### config.mk
export PLATFORM = sky130hd
export DESIGN_NAME = stack_ctrl
export DESIGN_NICKNAME = d
export VERILOG_FILES = /design/src/rtl/stack_ctrl.sv
export SDC_FILE = /design/constraint.sdc
export NUM_CORES = 1
export LEC_CHECK = 0
export CORE_MARGIN = 2
export CORE_UTILIZATION = 30
export DETAILED_ROUTE_END_ITERATION = 6
export GPL_TIMING_DRIVEN = 0
export PLACE_DENSITY = 0.6
export SLEW_MARGIN = 20
export SYNTH_ARGS = -nofsm -noshare
export SYNTH_HDL_FRONTEND = slang
export SYNTH_SLANG_ARGS = --single-unit
### constraint.sdc
create_clock -name clk -period 3 [get_ports clk]
set_input_delay 0.45 -clock clk [delete_from_list [all_inputs] [get_ports clk]]
set_output_delay 0.45 -clock clk [all_outputs]
set_load 0.02 [all_outputs]
### src/rtl/stack_ctrl.sv
// Push/pop sequencer for a memory-resident stack whose SP lives in an external register file.
// Define STACK_BOUNDS_CHECK_EN to reject pushes at STACK_LIMIT and pops at STACK_TOP with sticky error flags.
module stack_ctrl #(
   parameter logic [7:0] STACK_TOP   = 8'd127,
   parameter logic [7:0] STACK_LIMIT = 8'd64,
   parameter logic [3:0] SP_ADDR     = 4'd15
) (
   input  logic       clk,
   input  logic       rst,
   input  logic       push_req,
   input  logic       pop_req,
   input  logic [7:0] push_data,
   output logic       busy,
   output logic       done,
   output logic [7:0] pop_data,
   output logic       err_ovf,
   output logic       err_unf,
   input  logic [7:0] sp_in,
   output logic       rf_wr_en,
   output logic [3:0] rf_wr_addr,
   output logic [7:0] rf_wr_data,
   output logic [7:0] mem_addr,
   output logic       mem_wr,
   output logic       mem_rd,
   output logic [7:0] mem_wr_data,
   input  logic [7:0] mem_rd_data,
   input  logic       mem_ack
);

`ifdef STACK_BOUNDS_CHECK_EN
   localparam logic BOUNDS_EN = 1'b1;
`else
   localparam logic BOUNDS_EN = 1'b0;
`endif

   typedef enum logic [2:0] {
      IDLE,
      PUSH_MEM,
      POP_MEM,
      SP_WB,
      DONE
   } state_t;

   state_t     r_state;
   state_t     w_next;
   logic [7:0] r_data;
   logic [7:0] r_sp;
   logic       r_is_push;
   logic [7:0] r_pop_data;
   logic       r_err_ovf;
   logic       r_err_unf;

   logic       w_accept;
   logic       w_reject_ovf;
   logic       w_reject_unf;

   // push has priority over pop when both are requested
   assign w_accept     = (r_state == IDLE) && (push_req || pop_req);
   assign w_reject_ovf = BOUNDS_EN && push_req && (sp_in == STACK_LIMIT);
   assign w_reject_unf = BOUNDS_EN && !push_req && pop_req && (sp_in == STACK_TOP);

   always_ff @(posedge clk or posedge rst) begin
      if (rst) begin
         r_state    <= IDLE;
         r_data     <= 8'd0;
         r_sp       <= 8'd0;
         r_is_push  <= 1'b0;
         r_pop_data <= 8'd0;
         r_err_ovf  <= 1'b0;
         r_err_unf  <= 1'b0;
      end else begin
         r_state <= w_next;
         if (w_accept) begin
            r_data    <= push_data;
            r_sp      <= sp_in;
            r_is_push <= push_req;
            // rejected requests only raise their own flag; a performed one clears both
            if (w_reject_ovf) begin
               r_err_ovf <= 1'b1;
            end else if (w_reject_unf) begin
               r_err_unf <= 1'b1;
            end else begin
               r_err_ovf <= 1'b0;
               r_err_unf <= 1'b0;
            end
         end
         if ((r_state == POP_MEM) && mem_ack) begin
            r_pop_data <= mem_rd_data;
         end
      end
   end

   always_comb begin
      w_next      = r_state;
      busy        = (r_state != IDLE);
      done        = 1'b0;
      mem_wr      = 1'b0;
      mem_rd      = 1'b0;
      mem_addr    = 8'd0;
      mem_wr_data = 8'd0;
      rf_wr_en    = 1'b0;
      rf_wr_data  = 8'd0;
      case (r_state)
         IDLE: begin
            if (push_req) begin
               w_next = w_reject_ovf ? DONE : PUSH_MEM;
            end else if (pop_req) begin
               w_next = w_reject_unf ? DONE : POP_MEM;
            end
         end
         PUSH_MEM: begin
            mem_wr      = 1'b1;
            mem_addr    = r_sp - 8'd1;
            mem_wr_data = r_data;
            if (mem_ack) begin
               w_next = SP_WB;
            end
         end
         POP_MEM: begin
            mem_rd   = 1'b1;
            mem_addr = r_sp;
            if (mem_ack) begin
               w_next = SP_WB;
            end
         end
         SP_WB: begin
            rf_wr_en   = 1'b1;
            rf_wr_data = r_is_push ? (r_sp - 8'd1) : (r_sp + 8'd1);
            w_next     = DONE;
         end
         DONE: begin
            done   = 1'b1;
            w_next = IDLE;
         end
         default: w_next = IDLE;
      endcase
   end

   assign rf_wr_addr = SP_ADDR;
   assign pop_data   = r_pop_data;
   assign err_ovf    = r_err_ovf;
   assign err_unf    = r_err_unf;

endmodule

# ---- After elaboration in Yosys (flattened, before gate mapping)
# Index checks and enable logic that the tools add are counted.
dict set report word_totals {
  reg_bits 28
  inputBits 29
  output_inout_bits 43
  elab_cells 32
}
dict set report classes {
  addsub 2
  n_eq_ne 6
  muxes 12
  reduce_logical 7
}
# operator n
set ops {}
lappend ops {{8-bit two-way mux} 3}
lappend ops {{8-bit case mux with 2 select lines} 1}
lappend ops {{3-bit two-way mux} 3}
lappend ops {{3-bit case mux with 3 select lines} 1}
lappend ops {{8-bit by 1-bit adder with 8-bit output, second input constant} 1}
lappend ops {{8-bit by 1-bit subtractor with 8-bit output, second input constant} 1}
lappend ops {{3-bit by 2-bit == test with 1-bit output, second input constant} 2}
lappend ops {{1-bit two-way mux} 4}
lappend ops {{3-bit by 1-bit == test with 1-bit output, second input constant} 1}
lappend ops {{3-bit == test, second input constant} 1}
lappend ops {{3-bit logical NOT} 1}
lappend ops {{3-bit != test, second input constant} 1}
lappend ops {{3-bit nonzero test} 1}
lappend ops {{1-bit logical AND} 2}
lappend ops {{2-bit by 1-bit != test with 1-bit output, second input constant} 1}
lappend ops {{2-bit AND reduction} 1}
lappend ops {{2-bit OR reduction} 1}
lappend ops {{1-bit logical OR} 1}

# ---- Logic depth before layout (Yosys ltp)
# Gate-level depths: netlist of run 1.
dict set report depth {
  depth_word 4
  depth_mapped 7
  depth_no_buf 5
}

# ---- Least setup slack after synthesis of run 1
# Ideal clock, no wire load.
dict set report synth_path {
  path_kind {reg2out}
  startpoint {register r_sp[0]}
  endpoint {output port mem_addr[4]}
  arrival_ns 1.777
  required_time_ns 2.550
  setup_slack_ns 0.773
  path_stages_with_launch 7
  n_path_buf 1
  cell_sequence {dfrtp_1 > clkbuf_1 > inv_1 > ha_1 > nor3b_1 > xnor2_1 > o21ai_0}
}
dict set report synth_between {
  elab_chain_cells 2
}
# item line
set synth_lines {}
lappend synth_lines {{from (decl)} 47} ;# logic [7:0] r_sp;
lappend synth_lines {{from (signal assigned)} 75} ;# r_sp <= sp_in;
lappend synth_lines {{8-bit by 1-bit subtractor with 8-bit output} 113} ;# mem_addr = r_sp - 8'd1;
lappend synth_lines {{8-bit case mux with 2 select lines} 103} ;# case (r_state)
lappend synth_lines {{to (decl)} 22} ;# output logic [7:0] mem_addr,
# Every way passes these cells.

# ---- Worst setup path in the final report of run 1
dict set report layout_path {
  startpoint {register r_sp[3]}
  endpoint {output port rf_wr_data[7]}
}
dict set report layout_between {
  elab_chain_cells 3
  elab_cells_between_ends 4
  cone_classes {add/sub (2); mux (2)}
}
# item line
set layout_lines {}
lappend layout_lines {{8-bit by 1-bit adder with 8-bit output or 8-bit by 1-bit subtractor with 8-bit output (tied branches)} 128} ;# rf_wr_data = r_is_push ? (r_sp - 8'd1) : (r_sp + 8'd1);
lappend layout_lines {{8-bit two-way mux (*)} 128}
lappend layout_lines {{8-bit two-way mux (*)} 103}
lappend layout_lines {{to (decl)} 21} ;# output logic [7:0] rf_wr_data,
# Every way passes the cells marked *; elsewhere a longest branch is shown, timed or not.

==> impl_metrics.csv, run 1 <==
group,metric,value,unit
logic_synthesis,yosys_warnings,0,
clock_tree,cts_root_buf,"clkbuf_8",
power,p_leak,1.19,nW
logic_synthesis,ys_seq_area_frac,0.383,
worst_setup_path,critPathLaunchType,"register",
detailed_routing,final_antenna_net_count,0,
worst_setup_path,r2r_slack,1.34,ns
worst_setup_path,cp.arrival,2.36,ns
sta,tightest_slew,0.598,ns
hold_path,hp-class,"register to register",
detailed_routing,vias,1494,
logic_synthesis,synth-async-reset-ratio,1.00,
detailed_routing,drc,0,
logic_synthesis,synth_area,0.00183,mm2
placed_design,hpwl,3.27,mm
detailed_routing,wl,4.33,mm
global_route,top_usage_layer,"met2",
worst_setup_path,critPathRequiredTime,2.55,ns
die,die_y,82.1,um
clock_tree,hold_buffers,0,
clock_tree,path_clk_slew,0.10,ns
logic_synthesis,dominantRegCellSynth,"dfrtp_1",
global_route,use_met3,0.0402,
layout,fillCellCount,557,
clock_tree,cts_made_buffers,3,
sta,maxSlewViolCount,0,
die,start_util,0.309,
die,core,0.00592,mm2
worst_setup_path,criticalPathCategory,"register to output port",
logic_synthesis,synth_area_leaders,"dfrtp_1 38%, mux2_2 8.6%, mux2_4 8.2%, buf_4 3.3%, and2_1 3.1%",
global_route,antenna_found_initial,0,
die,rows,28,
logic_synthesis,syn_area_per_cell,10.7,um2
clock_tree,cts_sinks,28,
layout,area_growth,46.5,%
clock_tree,h-tree-depth,1,
layout,final_nets,276,
sta,finalCriticalPeriod,2.81,ns
worst_setup_path,path_max_fanout,10,
sta,skew,0.00864,ns
worst_setup_path,end_kind,"output port",
die,pin_count,72,
layout,multi_input_area,992,um2
job,cap_violations,0,
logic_synthesis,synth_top_area_cell,"dfrtp_1",
layout,drive_gt1_frac,0.221,
detailed_routing,avgRoutedWirePerCell,13.6,um
sta,hold_violations,0,
clock_tree,cts_tree,"yes",
logic_synthesis,syn_inst,171,
layout,antenna_cells,0,
worst_setup_path,cpMaxStageDelayCell,"clkdlybuf4s50_1",
sta,timing.fmax,355,MHz
placed_design,gp_congestion,0.799,
clock_tree,clock_latency,0.27,ns
die,die_area,0.00674,mm2
logic_synthesis,netlist.area_leader.share,0.383,
detailed_routing,drt_first_pass_iters,4,
power,p_total,3.05,mW
global_route,grt_util_met2,0.215,
sta,slew_headroom,0.601,
sta,hold_slack,0.508,ns
logic_synthesis,synth_seq_cells,28,
worst_setup_path,slowest_delay,0.62,ns
sta,rsz0062_at_grt,"false",
worst_setup_path,critPathTopFamily,"buffers and inverters",
layout,regArea,701,um2
power,power_density,1140,mW/mm2
clock_tree,cts_buffer_depth,2,
status,status,"complete, no violations",
placed_design,io_buffers,65,
global_route,grt_max_degree,29,
detailed_routing,vias_per_cell,4.68,
die,die_w,82.1,um
global_route,grt_usage,0.133,
power,peakVddDrop,0.000546,V
sta,period_share,0.938,
detailed_routing,drt-initial-drc-count,61,
global_route,grt_pass1_wl,6.97,mm
sta,finalSetupViolations,0,
worst_setup_path,path_buf_inv,2,
global_route,grt_pass1_vias,1405,
logic_synthesis,synth_cell_type_count,52,
worst_setup_path,cp_cell_sequence,"clkbuf_1, nor4_1, a32oi_1, mux2i_1, clkdlybuf4s50_1",
global_route,grtUsageMet1,0.179,
logic_synthesis,synth_edf_count,0,
global_route,grt_overflow,0,
==> final cells by class <==
class / instances / share of cell area
inverter: 8 / 0.0131
timing repair buffer: 66 / 0.248
tap: 75 / 0.0350
buffer: 18 / 0.0523
sequential: 28 / 0.261
multi-input combinational: 120 / 0.370
clock buffer: 4 / 0.0205
==> cell usage after synthesis, types with 3 or more instances <==
| master | number |
|---|---|
| a21oi_1 | 3 |
| and2_1 | 9 |
| buf_4 | 8 |
| buf_6 | 3 |
| clkbuf_1 | 5 |
| dfrtp_1 | 28 |
| inv_1 | 7 |
| mux2_2 | 14 |
| mux2_4 | 10 |
| mux2i_1 | 5 |
| nand2_1 | 9 |
| nand2b_1 | 3 |
| nor2_1 | 4 |
| nor3_1 | 6 |
| nor3b_1 | 4 |
| o21a_1 | 3 |
| o21ai_0 | 3 |
==> registers in the layout (all words and copies together) (netlist names) <==
| signal | count |
|---|---|
| r_data | 8 |
| r_is_push | 1 |
| pop_data | 8 |
| r_sp | 8 |
| r_state | 3 |
==> final timing paths <==
check | startpoint | depth (start not counted) | to
worst max-delay path | r_sp[3]$_DFFE_PP0P_ | 5 | rf_wr_data[7]
worst min-delay path | r_data[1]$_DFFE_PP0P_ | 1 | r_data[1]$_DFFE_PP0P_
worst max register to register | r_state[2]$_DFFE_PP0P_ | 5 | r_sp[5]$_DFFE_PP0P_
worst min register to register | r_data[1]$_DFFE_PP0P_ | 1 | r_data[1]$_DFFE_PP0P_
max in group asynchronous | rst | 2 | r_sp[5]$_DFFE_PP0P_
min in group asynchronous | rst | 2 | r_data[1]$_DFFE_PP0P_
==> cells in the final DEF, fill, tap and decap left out, types with 3 or more instances in the layout <==
cell / n
a21oi_1: 3
mux2i_1: 5
conb_1: 6
clkbuf_1: 3
nor2_1: 4
buf_4: 9
o21ai_0: 3
inv_1: 6
dlymetal6s2s_1: 3
clkdlybuf4s50_1: 61
clkbuf_8: 4
o21a_1: 3
dfrtp_1: 28
mux2_2: 14
buf_6: 3
and2_1: 9
nand2_1: 9
mux2_4: 10
nand2b_1: 3
nor3_1: 6
nor3b_1: 3
==> layer usage <==
layer	wire [um]	part of all wire
met4	19	0.0044
met3	361	0.083
met5	0	0
met1	1990	0.46
met2	1960	0.45
==> power breakdown <==
group          switching, mW  leakage [nW]  internal [mW]
logic                   1.01         0.832           1.08
registers              0.158         0.333          0.570
clock network          0.118        0.0288          0.117
total                   1.29          1.19           1.77
==> through the flow <==
step | cells | util | setup slack (ns) | TNS (ns) | area [um2]
final | 319 | 0.453 | 0.186 | 0 | 2680
after global routing | 319 | 0.453 | 0.0228 | 0 | 2680
after CTS | 318 | 0.448 | 0.0135 | 0 | 2650
after detailed placement | 315 | 0.437 | -0.0423 | -0.0423 | 2590
after global placement | 315 | 0.437 | -0.0432 | -0.0432 | 2590
after floorplan | 175 | - | 0.773 | 0 | 1850
==> what timing repair did <==
| action | 4_1_cts | 5_1_grt |
|---|---|---|
| pin swaps | 0 | 0 |
| gates resized for setup | 4 | 7 |
| endpoints found under the setup margin | 4 | 6 |
| setup buffers | 0 | 1 |
| hold endpoints to repair | 0 | 0 |
==> kinds of logic after synthesis <==
family          count (synthesis)  share of synthesized area
mux                            29                      0.195
fa+ha+maj                       2                     0.0137
buf+inv                        27                     0.0964
xor+xnor                        3                     0.0144
compound gates                 23                     0.0875
other cells                     2                    0.00410
simple gates                   57                      0.206
flops                          28                      0.383
(Power assumes the default switching activity.)
==> inputs of run 2 (changes only) <==
--- a/config.mk
+++ b/config.mk
@@ -8,8 +8,9 @@
 export CORE_MARGIN = 2
 export CORE_UTILIZATION = 30
 export DETAILED_ROUTE_END_ITERATION = 6
+export DONT_BUFFER_PORTS = 1
 export GPL_TIMING_DRIVEN = 0
-export PLACE_DENSITY = 0.6
+export PLACE_DENSITY = 0.45
 export SLEW_MARGIN = 20
 export SYNTH_ARGS = -nofsm -noshare
 export SYNTH_HDL_FRONTEND = slang
==> impl_metrics.csv, run 2 (same netlist as run 1, synthesis figures left out) <==
group,metric,value,unit
status,status,"complete, no violations",
layout,drive_gt1_frac,0.279,
layout,regArea,701,um2
die,die_w,82.1,um
worst_setup_path,end_kind,"output port",
die,core,0.00592,mm2
detailed_routing,vias_per_cell,4.97,
global_route,top_usage_layer,"met2",
global_route,grt_util_met2,0.216,
global_route,grtUsageMet1,0.164,
sta,period_share,0.929,
placed_design,io_buffers,0,
worst_setup_path,startpoint,"r_sp[0]$_DFFE_PP0P_",
worst_setup_path,critPathRequiredTime,2.55,ns
sta,tightest_slew,0.706,ns
detailed_routing,avgRoutedWirePerCell,16.4,um
worst_setup_path,cpMaxStageDelayCell,"mux2i_1",
power,clockPowerShare,0.093,
worst_setup_path,cp.arrival,2.34,ns
die,die_area,0.00674,mm2
power,p_leak,0.889,nW
global_route,grt_overflow,0,
worst_setup_path,cp_cell_sequence,"clkbuf_1, inv_1, ha_1, nor3b_2, a32oi_1, mux2i_1",
worst_setup_path,slowest_delay,0.50,ns
job,cap_violations,0,
hold_path,hp-class,"input pin to async pin",
sta,hold_violations,0,
power,combPwrFrac,0.599,
detailed_routing,drc,0,
clock_tree,h-tree-depth,1,
global_route,use_met3,0.0326,
layout,fin_util,0.339,
power,seqPwrFrac,0.308,
worst_setup_path,reg2reg_from,"r_state[2]$_DFFE_PP0P_",
power,p_sw_frac,0.479,
clock_tree,cts_buffer_depth,2,
worst_setup_path,path_buf_inv,2,
sta,skew,0.00208,ns
layout,multi_input_area,978,um2
sta,rsz0062_at_grt,"false",
layout,final_common_cell,"dfrtp_1",
detailed_routing,vias,1263,
sta,maxSlewViolCount,0,
clock_tree,cts_made_buffers,3,
global_route,grt_pass1_vias,1286,
sta,hold_slack,0.110,ns
worst_setup_path,critPathTopFamily,"multiplexers",
clock_tree,hold_buffers,0,
die,rows,28,
layout,fillCellCount,618,
layout,area_growth,9.50,%
sta,slew_headroom,0.528,
die,die_y,82.1,um
detailed_routing,drt-initial-drc-count,73,
global_route,grt_max_degree,29,
power,power_density,1270,mW/mm2
sta,fin_setup_tns,0,ns
die,start_util,0.309,
placed_design,hpwl,3.18,mm
sta,finalSetupViolations,0,
sta,finalCriticalPeriod,2.79,ns
clock_tree,cts_sinks,28,
clock_tree,cts_root_buf,"clkbuf_8",
placed_design,gp_congestion,0.815,
die,pin_count,72,
detailed_routing,drt_first_pass_iters,4,
sta,timing.fmax,359,MHz
layout,final_cell_mix,"28 x dfrtp_1, 14 x mux2_2, 10 x mux2_4",
power,peakVddDrop,0.000429,V
power,switchingPower,1.22,mW
global_route,grt_usage,0.128,
worst_setup_path,path_max_fanout,10,
worst_setup_path,criticalPathCategory,"register to output port",
clock_tree,clock_latency,0.27,ns
power,p_int,1.33,mW
worst_setup_path,critPathLaunchType,"register",
detailed_routing,wl,4.18,mm
layout,final_nets,211,
layout,antenna_cells,0,
clock_tree,path_clk_slew,0.10,ns
global_route,grt_pass1_wl,6.56,mm
global_route,antenna_found_initial,0,
clock_tree,cts_tree,"yes",
detailed_routing,final_antenna_net_count,0,
-- run 2: changes by cell type in the layout (fill, tap and decap cells not counted), sizes merged --
| cell | delta |
|---|---|
| clkdlybuf4s50 | -61 |
| dlymetal6s2s | -3 |
| buf | -1 |
| clkbuf | +1 |
| dlygate4sd2 | -1 |
-- run 2: final cells by class --
| cell class | count | share of cell area |
|---|---|---|
| tap | 75 | 0.0468 |
| clock buffer | 4 | 0.0275 |
| buffer | 19 | 0.0705 |
| sequential | 28 | 0.350 |
| inverter | 8 | 0.0175 |
| multi-input combinational | 120 | 0.488 |
-- run 2: worst paths after layout --
check                                                to  slack [ns]  depth (start not counted)
worst min-delay path            pop_data[0]$_DFFE_PP0P_        0.11                          1
max in group asynchronous        r_state[0]$_DFFE_PP0P_        2.50                          1
worst min register to register    r_data[3]$_DFFE_PP0P_        0.51                          1
worst max register to register      r_sp[6]$_DFFE_PP0P_        1.35                          5
min in group clk                    r_sp[3]$_DFFE_PP0P_        0.31                          1
worst max-delay path                      rf_wr_data[6]        0.21                          6
-- run 2: what timing repair did --
item                                    CTS  global route
resized for setup                         0             3
setup buffers                             0             0
endpoints found under the setup margin    0             3
-- run 2: worst register-to-register path: cells and delay by family (launching register included) --
family	cells	cell delay, ns
AND/OR/NAND/NOR	1	0.27
flip-flops	1	0.50
multiplexers	1	0.30
AO/OA/AOI/OAI	1	0.18
buffers and inverters	2	0.30
-- run 2: through the flow --
stage	total power [mW]	worst slack (ns)	instance area, um2	instances
after floorplan	2.06	0.773	1850	175
after global placement	2.29	0.417	1940	250
after detailed placement	2.32	0.396	1940	250
after CTS	2.57	0.0626	1990	254
after global routing	2.74	0.0670	2000	254
final	2.55	0.212	2000	254
-- run 2: power groups by stage --
| stage | Sequential, mW | Clock, mW | Combinational, mW |
|---|---|---|---|
| floorplan | 0.745 | 0 | 1.31 |
| global placement | 0.784 | 0 | 1.51 |
| detailed placement | 0.790 | 0 | 1.53 |
| CTS | 0.785 | 0.245 | 1.54 |
| global route | 0.818 | 0.261 | 1.66 |
| finish | 0.784 | 0.236 | 1.53 |
-- run 2: layer usage --
metal	part of all wire	up-vias
met4	0.010	0
met3	0.075	5
met5	0	-
li1	-	609
met2	0.48	55
met1	0.43	594
==> inputs of run 3 (changes only) <==
--- a/config.mk
+++ b/config.mk
@@ -8,9 +8,8 @@
 export CORE_MARGIN = 2
 export CORE_UTILIZATION = 30
 export DETAILED_ROUTE_END_ITERATION = 6
-export DONT_BUFFER_PORTS = 1
 export GPL_TIMING_DRIVEN = 0
-export PLACE_DENSITY = 0.45
+export PLACE_DENSITY = 0.6
 export SLEW_MARGIN = 20
 export SYNTH_ARGS = -nofsm -noshare
 export SYNTH_HDL_FRONTEND = slang
==> results of run 3 <==
Same layout as run 1: the final DEF is identical, and so are final timing and power.
